--- config.mk ---
export PLATFORM = sky130hd
export DESIGN_NAME = traffic_sensor_frontend
export DESIGN_NICKNAME = d
export VERILOG_FILES = /design/src/rtl/traffic_sensor_frontend.sv
export SDC_FILE = /design/constraint.sdc
export NUM_CORES = 1
export LEC_CHECK = 0
export ABC_AREA = 1
export CORE_MARGIN = 2
export CORE_UTILIZATION = 60
export DETAILED_ROUTE_END_ITERATION = 10
export GPL_TIMING_DRIVEN = 0
export PLACE_DENSITY = 0.86
export SYNTH_ARGS = -nofsm -noshare
export SYNTH_HDL_FRONTEND = slang
export SYNTH_SLANG_ARGS = --single-unit
--- constraint.sdc ---
create_clock -name clk -period 3.1 [get_ports clk]
set_clock_uncertainty 0.1 [all_clocks]
set_input_delay 0.31 -clock clk [delete_from_list [all_inputs] [get_ports clk]]
set_output_delay 0.31 -clock clk [all_outputs]
set_load 0.005 [all_outputs]
--- src/rtl/traffic_sensor_frontend.sv ---
// ============================================================================
// traffic_sensor_frontend
//    Conditions the pedestrian button and vehicle detectors into controller inputs.
//    Revision: 1.0
// ============================================================================
`default_nettype none

module traffic_sensor_frontend #(
   parameter int DEBOUNCE_CYCLES = 4,
   parameter int DRAIN_CYCLES    = 8
) (
   input  logic       clk,
   input  logic       reset,
   input  logic       pedButtonRaw,
   input  logic       mainCarPulse,
   input  logic       sideCarPulse,
   input  logic       MG,
   input  logic       SG,
   input  logic       pedLight,
   output logic       pedButton,
   output logic [2:0] mainTrafficIn,
   output logic [2:0] sideTrafficIn,
   output logic       pedWaiting
);

   localparam logic [7:0] DB_LAST  = 8'(DEBOUNCE_CYCLES - 1);
   localparam logic [7:0] DRN_LAST = 8'(DRAIN_CYCLES - 1);

   typedef enum logic [1:0] {
      IDLE    = 2'd0,
      ARMED   = 2'd1,
      SERVING = 2'd2
   } ped_state_t;

   logic       btn_s1_q, btn_s2_q;
   logic       dbBtn_q;
   logic [7:0] db_cnt_q;
   logic       w_db_flip;
   logic       w_pressEv;
   ped_state_t state_q, state_d;
   logic       pedButton_q, pedWaiting_q;

   // The debounced value flips on the cycle the counter would reach its limit.
   assign w_db_flip = (btn_s2_q != dbBtn_q) && (db_cnt_q == DB_LAST);
   assign w_pressEv = w_db_flip && !dbBtn_q;

   always_ff @(posedge clk) begin
      if (reset) begin
         btn_s1_q <= 1'b0;
         btn_s2_q <= 1'b0;
         dbBtn_q  <= 1'b0;
         db_cnt_q <= 8'd0;
      end else begin
         btn_s1_q <= pedButtonRaw;
         btn_s2_q <= btn_s1_q;
         if (btn_s2_q == dbBtn_q) begin
            db_cnt_q <= 8'd0;
         end else if (w_db_flip) begin
            dbBtn_q  <= btn_s2_q;
            db_cnt_q <= 8'd0;
         end else begin
            db_cnt_q <= db_cnt_q + 8'd1;
         end
      end
   end

   // Walk light takes priority over a simultaneous press.
   always_comb begin
      state_d = state_q;
      case (state_q)
         IDLE: begin
            if (pedLight)       state_d = SERVING;
            else if (w_pressEv) state_d = ARMED;
         end
         ARMED:   if (pedLight)  state_d = SERVING;
         SERVING: if (!pedLight) state_d = IDLE;
         default: state_d = IDLE;
      endcase
   end

   always_ff @(posedge clk) begin
      if (reset) begin
         state_q      <= IDLE;
         pedButton_q  <= 1'b0;
         pedWaiting_q <= 1'b0;
      end else begin
         state_q      <= state_d;
         pedButton_q  <= (state_d == ARMED);
         pedWaiting_q <= (state_d == ARMED);
      end
   end

   assign pedButton  = pedButton_q;
   assign pedWaiting = pedWaiting_q;

   logic [1:0] w_car_raw;
   logic [1:0] w_green;
   logic [5:0] w_lvl;

   assign w_car_raw = {sideCarPulse, mainCarPulse};
   assign w_green   = {SG, MG};

   // Index 0 is the main road, index 1 the side road.
   for (genvar r = 0; r < 2; r++) begin : g_road
      logic       car_s1_q, car_s2_q, car_s3_q;
      logic [7:0] tmr_q;
      logic [2:0] lvl_q;
      logic       w_arrEv, w_drnEv;

      assign w_arrEv = car_s2_q && !car_s3_q;
      assign w_drnEv = w_green[r] && (tmr_q == DRN_LAST);

      always_ff @(posedge clk) begin
         if (reset) begin
            car_s1_q <= 1'b0;
            car_s2_q <= 1'b0;
            car_s3_q <= 1'b0;
            tmr_q    <= 8'd0;
            lvl_q    <= 3'd0;
         end else begin
            car_s1_q <= w_car_raw[r];
            car_s2_q <= car_s1_q;
            car_s3_q <= car_s2_q;
            if (!w_green[r] || w_drnEv) tmr_q <= 8'd0;
            else                        tmr_q <= tmr_q + 8'd1;
            if (w_arrEv && !w_drnEv && lvl_q != 3'd7)
               lvl_q <= lvl_q + 3'd1;
            else if (w_drnEv && !w_arrEv && lvl_q != 3'd0)
               lvl_q <= lvl_q - 3'd1;
         end
      end

      assign w_lvl[r*3 +: 3] = lvl_q;
   end

   assign mainTrafficIn = w_lvl[2:0];
   assign sideTrafficIn = w_lvl[5:3];

endmodule

`default_nettype wire

# [After elaboration in Yosys (flattened, before gate mapping)]
# Cells that the tools add are included.
# Widths: inputs -> output; s select.
[word_totals] out_inout_bits=8 word_cells=77 register_bits=42
[classes] eq_ne=10 n_reduce_logical=34 addsub=7 n_bitwise=1 mux=9
[ops] operator="$add 8x1->8 const B" count=3
[ops] operator="$eq 8x3->1 const B" count=2
[ops] operator="$logic_and 1x1->1" count=14
[ops] operator="$mux 3" count=4
[ops] operator="$logic_not 1->1" count=9
[ops] operator="$eq 8x2->1 const B" count=1
[ops] operator="$mux 2" count=4
[ops] operator="$add 3x1->3 const B" count=2
[ops] operator="$ne 3x3->1 const B" count=2
[ops] operator="$pmux 2 s3" count=1
[ops] operator="$reduce_bool 3->1" count=2
[ops] operator="$sub 3x1->3 const B" count=2
[ops] operator="$eq 2x1->1 const B" count=2
[ops] operator="$reduce_bool 2->1" count=2
[ops] operator="$reduce_or 2->1" count=2
[ops] operator="$reduce_or 3->1" count=1
[ops] operator="$eq 2x2->1 const B" count=1
[ops] operator="$logic_not 2->1" count=1
[ops] operator="$logic_or 1x1->1" count=2
[ops] operator="$reduce_and 2->1" count=1
[ops] operator="$eq 1x1->1" count=1
[ops] operator="$ne 1x1->1" count=1
[ops] operator="$not 1->1" count=1

# [Depth between registers and ports, before layout]
[logic_depth] depth_word=7 depth_mapped=11

# [Worst setup path after synthesis]
# No wires, ideal clock.
[synth_path] path_kind="register -> register" startpoint="reg g_road[0].tmr_q[0]" endpoint="reg g_road[0].lvl_q[1], in the netlist mainTrafficIn[1]" stages_incl_launch_ff=9 setup_ps=113 n_path_buf=0 synth_period_minus_slack_ps=1667 slack_ps=1433 arrival_time_ps=1454 t_required_ps=2887 path_cell_list="dfxtp_1 -> ha_1 -> nand3_1 -> nor2_1 -> nand2_1 -> nand2_1 -> fa_1 -> nor2_1 -> nor2_1"
[synth_between] elab_chain_cells=6
[synth_lines] item="start: declaration" line_no="106" text="logic [7:0] tmr_q;"
[synth_lines] item="start signal: assignment" line_no="125" text="else tmr_q <= tmr_q + 8'd1;"
[synth_lines] item="$eq 8x3->1 *" line_no="111" text="assign w_drnEv = w_green[r] && (tmr_q == DRN_LAST);"
[synth_lines] item="$logic_and 1x1->1 *" line_no="111"
[synth_lines] item="$logic_not 1->1" line_no="126" text="if (w_arrEv && !w_drnEv && lvl_q != 3'd7)"
[synth_lines] item="$logic_and 1x1->1 (2 in series)" line_no="126"
[synth_lines] item="$mux 3 / $reduce_bool 2->1 (equally long branches)"
[synth_lines] item="end signal: assignment" line_no="127" text="lvl_q <= lvl_q + 3'd1;"
[synth_lines] item="end signal: assignment" line_no="129" text="lvl_q <= lvl_q - 3'd1;"
[synth_lines] item="end: declaration" line_no="107" text="logic [2:0] lvl_q;"
# Mark *: on every way between the ends. The rest lies on a longest branch, timed or not.
# A chain may end at the register's enable or synchronous reset.

# [Final worst setup path]
[layout_path] startpoint="reg g_road[1].tmr_q[0]" endpoint="reg g_road[1].lvl_q[1], in the netlist sideTrafficIn[1]"
[layout_between] elab_chain_cells=6
[layout_lines] item="start: declaration" line_no="106"
[layout_lines] item="start signal: assignment" line_no="125"
[layout_lines] item="$eq 8x3->1 *" line_no="111"
[layout_lines] item="$logic_and 1x1->1 *" line_no="111"
[layout_lines] item="$logic_not 1->1" line_no="126"
[layout_lines] item="$logic_and 1x1->1 (2 in series)" line_no="126"
[layout_lines] item="$mux 3 / $reduce_bool 2->1 (equally long branches)"
[layout_lines] item="end signal: assignment" line_no="127"
[layout_lines] item="end signal: assignment" line_no="129"
[layout_lines] item="end: declaration" line_no="107"
# Marks and branches as above.

==> impl_metrics.json <==
{
  "synth_cell_types": 27,
  "worst_slew_pin_slew_ns": 0.323,
  "synth_area_per_cell_um2": 7.64,
  "maxSlewViolCount": 0,
  "ir_drop_mv": 0.347,
  "period_share_pct": 58.5,
  "syn_area_mm2": 0.00174,
  "post-place-ws_ns": 1.21,
  "wl_per_cell_um": 9.77,
  "start_util_pct": 62.9,
  "first_pass_iters": 4,
  "post-cts-setup-buffer-count": 0,
  "grt_pass1_wl_um": 4910,
  "rsz0062_at_grt": "no",
  "holdWs_ns": 0.143,
  "status": "complete, no violations",
  "slew_headroom_pct": 78.3,
  "cp.arrival_ns": 1.96,
  "first_iter_violations": 60,
  "min_path_type": "in2reg",
  "fp.dieH_um": 57.8,
  "yosys_warnings": 0,
  "dp_hpwl_um": 2020,
  "cts_buffers": 5,
  "synthCells": 227,
  "clk_latency_ns": 0.34,
  "reg2reg_depth": 8,
  "period_minus_slack_ns": 1.81,
  "worst_setup_path_end_kind": "register",
  "antenna_found_initial": 0,
  "finish.utilization_pct": 71.6,
  "core-area_mm2": 0.00276,
  "drt_wl_total_um": 2740,
  "clkSinkCount": 42,
  "critPathMaxFanout": 3,
  "routed-via-count": 1419,
  "reg2reg_to": "sideTrafficIn[1]",
  "htreeDepth": 2,
  "via_per_inst": 5.07,
  "syn_nets": 240,
  "setup_viol": 0,
  "critical_path_class": "reg2reg",
  "area_delta_synth_final_pct": 13.8,
  "root_buffer": "clkbuf_4",
  "die_w_um": 57.8,
  "core.rowCount": 19,
  "maxCapViolations": 0,
  "synth-seq-cells": 42,
  "ctsLongestPathBuffers": 2,
  "final_layout_size_suffix_gt1_share_pct": 5.62,
  "r2r_setup_slack_ns": 1.29,
  "ctsResizeCount": 0,
  "grt_overflow": 0,
  "cts_tree": "built",
  "dieArea_mm2": 0.00334,
  "worstPathRequired_ns": 3.24,
  "antenna_cells": 0,
  "postCtsHoldBufs": 0,
  "layout_setup_ws_ns": 1.29,
  "fmax_mhz": 551,
  "grt_usage_pct": 18.8,
  "cellPowerDensity_mw_per_mm2": 458,
  "ys_seq_area_share_pct": 48.4,
  "grt_pass1_vias": 1233,
  "p_leak_uw": 0.000829,
  "layout_common_cells": "54 x nor2_1, 42 x dfxtp_1, 30 x nand2_1, 26 x inv_1, 15 x nand3_1",
  "postRouteAntennaNets": 0,
  "synth_ff_type": "dfxtp_1",
  "ioPinCount": 16,
  "synth_enable_flop_cells": 0,
  "path_clk_slew_ns": 0.12,
  "hold_viol_final": 0,
  "nets": 261,
  "hold_path_startpoint": "reset",
  "ys_async_sr_fraction_pct": 0,
  "drc": 0,
  "min_to": "dbBtn_q",
  "final_common_cell": "nor2_1",
  "whs_path_depth": 2,
  "finalWeightedCongestion": 0.770,
  "setup_tns_ns": 0,
  "grt_max_degree": 13,
  "io_buffers": 14,
  "rr_startpoint": "g_road[1].tmr_q[0]",
  "start_kind": "register"
}
==> layout make-up <==
type / count / area (um2)
multi-input cells: 152 / 757
inverters: 29 / 109
plain buffers: 4 / 28.8
well taps: 31 / 38.8
clock buffers: 7 / 55.1
repair buffers: 14 / 140
clock inverters: 1 / 5.00
fillers: 227 / 783
flip-flops and latches: 42 / 841
==> worst max path at each step <==
| stage | start | to | depth (start not counted) |
|---|---|---|---|
| 5_1_grt | g_road[0].tmr_q[0] | mainTrafficIn[1] | 8 |
| 2_1_floorplan | g_road[0].tmr_q[0] | mainTrafficIn[1] | 8 |
| 3_3_place_gp | SG | sideTrafficIn[2] | 8 |
| 6_report | g_road[1].tmr_q[0] | sideTrafficIn[1] | 8 |
| 4_1_cts | g_road[1].tmr_q[0] | sideTrafficIn[2] | 10 |
| 3_5_place_dp | SG | sideTrafficIn[2] | 8 |
==> cells in the mapped netlist (2+ instances only) <==
| library cell | n | area (um2) |
|---|---|---|
| nor3b_1 | 4 | 30.0 |
| nand4_1 | 3 | 18.8 |
| nand3_1 | 15 | 75.1 |
| a21oi_1 | 14 | 70.1 |
| buf_2 | 2 | 10.0 |
| inv_2 | 2 | 7.51 |
| fa_1 | 2 | 40.0 |
| ha_1 | 3 | 37.5 |
| xor2_1 | 4 | 35.0 |
| and3_1 | 3 | 18.8 |
| nor3_1 | 7 | 35.0 |
| nand2_1 | 30 | 113 |
| dfxtp_1 | 42 | 841 |
| o21ai_1 | 3 | 15.0 |
| o21ai_0 | 3 | 15.0 |
| inv_1 | 26 | 97.6 |
| nor2_1 | 54 | 203 |
==> where the power goes <==
group          leakage, uW  internal [uW]  switching [uW]
combinational     0.000452           33.4            32.4
clock            0.0000353            110             163
sequential        0.000342            553            11.7
total             0.000829            696             207
==> kinds of logic after synthesis <==
logic type / after synthesis / synth area share, %
buf+inv: 33 / 7.93
flops: 42 / 48.5
simple gates: 119 / 29.6
fa+ha+maj: 5 / 4.47
xor+xnor: 5 / 2.52
compound gates: 23 / 7.07
==> registers in the layout, summed over array words and instances, names as in the netlist, 2 cells and up <==
register and flops:
g_road.car_s2_q 2, sideTrafficIn 3, g_road.tmr_q 16, g_road.car_s3_q 2, state_q 2, mainTrafficIn 3, g_road.car_s1_q 2, db_cnt_q 8
==> critical path, cell delays in order, from the launching register on <==
cell,delay [ns]
dfxtp_1,0.40
ha_1,0.20
nand3_1,0.08
nor2_1,0.17
nand2_1,0.07
nand2_1,0.12
fa_1,0.42
nor2_1,0.11
nor2_1,0.05
==> per-layer routing <==
layer	global-route usage, %	up-vias	part of all wire (%)
met1	22.4	630	49
li1	-	765	-
met2	31.7	18	46
met4	7.31	0	1.7
met3	6.03	6	3.3
met5	0	-	0
==> stage by stage <==
| step | cells | power (uW) | area, um2 |
|---|---|---|---|
| after floorplan | 227 | 614 | 1740 |
| after global placement | 272 | 640 | 1910 |
| after detailed placement | 272 | 643 | 1910 |
| after CTS | 280 | 914 | 1970 |
| after global routing | 280 | 946 | 1970 |
| final | 280 | 904 | 1970 |
(Power assumes the default switching activity.)
